**src/rtl/traffic_pkg.sv**
```systemverilog
// Shared light encoding and queue-capacity derivation for the traffic lane model.
package traffic_pkg;

    typedef enum logic [1:0] {
        GREEN  = 2'd0,
        YELLOW = 2'd1,
        RED    = 2'd2
    } light_e;

    // Gap counter width; covers the largest legal DEPART_GAP of 15.
    localparam int GAP_W = 4;

    function automatic int qmax_of(input int qw);
        return (2 ** qw) - 1;
    endfunction

endpackage

```
**src/rtl/lane_queue.sv**
```systemverilog
// One lane: waiting-car count, inter-departure gap timer and sticky drop flag.
module lane_queue
    import traffic_pkg::*;
#(
    parameter int QW         = 4,
    parameter int DEPART_GAP = 3
) (
    input  logic          clk,
    input  logic          rst,
    input  logic [1:0]    light_i,
    input  logic          arr_i,
    output logic [QW-1:0] cnt_o,
    output logic          drop_o
);

    localparam logic [QW-1:0]    QMAX     = QW'(qmax_of(QW));
    localparam logic [GAP_W-1:0] GAP_LOAD = GAP_W'(DEPART_GAP - 1);

    logic [QW-1:0]    cnt_q, cnt_d;
    logic [GAP_W-1:0] gap_q, gap_d;
    logic             drop_q, drop_d;
    logic             green;
    logic             depart;

    assign green  = (light_i == GREEN);
    assign depart = green && (cnt_q != '0) && (gap_q == '0);

    always_comb begin
        // NOTE: every next-state signal gets a default first, so no path leaves it unassigned and no latch is inferred.
        cnt_d  = cnt_q;
        gap_d  = gap_q;
        drop_d = drop_q;

        if (!green)
            gap_d = '0;
        else if (depart)
            gap_d = GAP_LOAD;
        else if (gap_q != '0)
            gap_d = gap_q - 1'b1;

        // Arrival and departure in the same cycle cancel out.
        if (arr_i && !depart) begin
            if (cnt_q == QMAX)
                drop_d = 1'b1;
            else
                cnt_d = cnt_q + 1'b1;
        end else if (depart && !arr_i) begin
            cnt_d = cnt_q - 1'b1;
        end
    end

    // NOTE: sequential state uses non-blocking assignments only, so all registers update together at the edge.
    always_ff @(posedge clk) begin
        if (rst) begin
            cnt_q  <= '0;
            gap_q  <= '0;
            drop_q <= 1'b0;
        end else begin
            cnt_q  <= cnt_d;
            gap_q  <= gap_d;
            drop_q <= drop_d;
        end
    end

    assign cnt_o  = cnt_q;
    assign drop_o = drop_q;

endmodule

```
**config.mk**
```make
export PLATFORM = sky130hd
export DESIGN_NAME = lane_queue
export DESIGN_NICKNAME = d
export VERILOG_FILES = /design/src/rtl/traffic_pkg.sv /design/src/rtl/lane_queue.sv
export SDC_FILE = /design/constraint.sdc
export NUM_CORES = 1
export LEC_CHECK = 0
export CORE_AREA = 2 2 39 41
export DETAILED_ROUTE_END_ITERATION = 10
export DIE_AREA = 0 0 41 43
export PLACE_DENSITY = 0.63
export SYNTH_ARGS = -nofsm -noshare
export SYNTH_HDL_FRONTEND = slang
export SYNTH_SLANG_ARGS = --single-unit
```
**constraint.sdc**
```tcl
create_clock -name clk -period 3.4 [get_ports clk]
set_input_delay 0.68 -clock clk [delete_from_list [all_inputs] [get_ports clk]]
set_output_delay 0.68 -clock clk [all_outputs]
set_load 0.02 [all_outputs]
```
==> impl_metrics.tcl <==
set metrics [dict create \
    synth.distinct_cells 27 \
    drive_above_1_share_pct 8.45 \
    fin_skew_ps 0.391 \
    netlist_instances 59 \
    die_x_um 41 \
    finalSetupViolations 0 \
    area_growth_pct 24.7 \
    post_cts.repair.setup_buffers 0 \
    rsz0062_at_grt "false" \
    synth_simple_gate_area_share_pct 25.3 \
    fillers 135 \
    drcViolationCount 0 \
    grt_pass1_wl_um 1860 \
    num_antenna_cells 0 \
    nets 82 \
    drv_slew 0 \
    top_usage_layer "met2" \
    num_vias 448 \
    track_usage_pct 16.2 \
    cts_resized 0 \
    post_synth_xor_area_fraction_pct 4.79 \
    placed_area_um2 657 \
    status "completed" \
    place_congestion 0.805 \
    synthFlopType "dfxtp_1" \
    place_hpwl_um 735 \
    net-switching-power_w 0.000127 \
    postRouteAntennaNets 0 \
    crit_arrival_ps 2880 \
    seq_power_share_pct 37.9 \
    htreeDepth 1 \
    first_global_vias 414 \
    hp-class "reg -> reg" \
    synth.mux.area_fraction_pct 13.9 \
    pwr-share-comb_pct 37.0 \
    yosys_warnings 0 \
    syn_area_per_cell_um2 9.29 \
    firstDrtPassIters 2 \
    synth-seq-cells 9 \
    fin_cells 87 \
    cts_tree "done" \
    crit_start "gap_q[0]$_SDFFE_PP0P_" \
    cts_buffer_depth 2 \
    async_flop_share_pct 0 \
    max_freq_mhz 368 \
    crit_required_ps 3560 \
    reg2reg_from "gap_q[0]$_SDFFE_PP0P_" \
    synth_top_area_share_pct 32.9 \
    grtUsageMet1_pct 19.8 \
    drv_cap 0 \
    cellPowerDensity_nw_per_um2 532 \
    io_buffers 9 \
    clock_latency_ps 270 \
    worstMarginPinSlew_ps 322 \
    fin_tns_setup_ps 0 \
    ys_seq_area_share_pct 32.9 \
    synthTopCellsByArea "dfxtp_1 (33%), ha_1 (9.1%), mux2_1 (6.2%)" \
    ctsHoldBuffers 0 \
    critPathKind "reg -> reg" \
    root_buffer "clkbuf_4" \
    grt_max_degree 11 \
    internal_power_w 0.000237 \
    start_kind "flip-flop" \
    seqCellArea_um2 180 \
    core_area_um2 1380 \
    crit_fanout 6 \
    drt-total-wl_um 978 \
    synth_top_area_cell "dfxtp_1" \
    synth_top_family_by_area "simple AND/OR/NAND/NOR gates" \
    hp-start "drop_o$_SDFFE_PP0P_" \
    p_leak_nw 0.282 \
    syn_nets 69 \
    finalHoldViolCount 0 \
    cts.sink_count 9 \
    antenna_found_initial 0 \
    synth_edf_count 0 \
    grt_overflow 0 \
    use_met3_pct 8.38 \
    power_w 0.000363 \
    rows 14 \
    use_met2_pct 21.6 \
    clkTransAtPathRegs_ps 70 \
    num_io_pins 10 \
    multiInputGateArea_um2 348 \
    relSlewSlack_pct 78.5 \
    numCtsBuffers 3 \
    worst_setup_path_end_kind "flip-flop" \
    synthAdderAreaFrac_pct 12.8 \
    die_h_um 43 \
    netlist_top_cells_count "dfxtp_1 (9), nor2_1 (7), ha_1 (4), nand2_1 (4)" \
    clockPowerShare_pct 25.0 \
    yosysMostFrequentCell "dfxtp_1" \
    avgRoutedWirePerCell_um 11.2 \
    post-route-min-period_ps 2720 \
    initial_utilization_pct 39.6 \
    synth-compound-area-share_pct 6.62 \
    design_area_um2 683 \
    drtIter0Drc 2 \
    drt-vias-per-instance 5.15 \
    placedCellCount 83 \
    synthesis.area_um2 548 \
    p_sw_share_pct 34.8 \
    dieArea_um2 1760 \
    vdd_drop_max_mv 0.229 \
    fin_crit_sh_pct 79.9 \
]
## per-layer routing
| metal | part of all wire [%] | vias to the layer above |
|---|---|---|
| met1 | 48 | 204 |
| met2 | 43 | 8 |
| li1 | - | 231 |
| met4 | 3.4 | 0 |
| met5 | 0 | - |
| met3 | 5.8 | 5 |
## power by group through the flow
| stage | registers [W] | logic, W | clock network [W] |
|---|---|---|---|
| 3_5_place_dp | 0.000139 | 0.000135 | 0 |
| 3_3_place_gp | 0.000139 | 0.000132 | 0 |
| 2_1_floorplan | 0.000151 | 0.0000777 | 0 |
| 5_1_grt | 0.000141 | 0.000151 | 0.000101 |
| 6_report | 0.000138 | 0.000135 | 0.0000909 |
| 4_1_cts | 0.000137 | 0.000136 | 0.0000927 |
## critical path, stage by stage (launching register included)
cell and delay [ps]:
dfxtp_1 310, inv_1 110, ha_1 150, or3b_4 400, or4_1 430, nand2_1 150
ha_1 290, a21oi_1 170, a211oi_1 90, mux2i_1 160, mux2_1 330
## cell type report
type	instances	area share, %
Inverter	3	1.65
Timing Repair Buffer	10	14.3
Multi-Input combinational cell	45	50.9
Tap cell	16	2.93
Sequential cell	9	26.4
Clock buffer	4	3.85
## cells in the final DEF, fill, tap and decap left out, drive strengths merged
cell type	instances
a21boi	1
nor2	7
mux2i	3
a21oi	1
clkbuf	4
fa	1
o311a	1
nor4	1
or3	1
buf	1
and3	1
mux2	3
clkdlybuf4s50	9
nand2b	2
or4	1
nor3	3
inv	3
nand3	1
ha	4
or3b	1
nor2b	3
dfxtp	9
a31oi	1
xnor2	3
a211oi	1
nand2	4
and4	1
## flip-flops by register name (all words and copies together), names as in the netlist
signal  count
gap_q       4
cnt_o       4
drop_o      1
## path summary, 6_finish.rpt
check / to / slack, ps / cells past startpoint
max: cnt_o[3]$_SDFFE_PP0P_ / 680 / 10
min: drop_o$_SDFFE_PP0P_ / 480 / 2
max reg2reg: cnt_o[3]$_SDFFE_PP0P_ / 680 / 10
min reg2reg: drop_o$_SDFFE_PP0P_ / 480 / 2
## cells by family (layout without fill, tap and decap cells)
kind of cell | count (synthesis) | in the layout
fa+ha+maj | 5 | 5
flops | 9 | 9
compound gates | 5 | 5
xor+xnor | 3 | 3
mux | 6 | 6
buf+inv | 5 | 17
simple gates | 26 | 26
## through the flow
step	setup WS (ps)	hold slack, ps	utilization (%)
after global routing	447	501	49.4
after global placement	429	462	47.5
after CTS	696	482	49.4
after detailed placement	411	465	47.5
after floorplan	755	486	-
final	685	475	49.4
(Power assumes the default switching activity.)
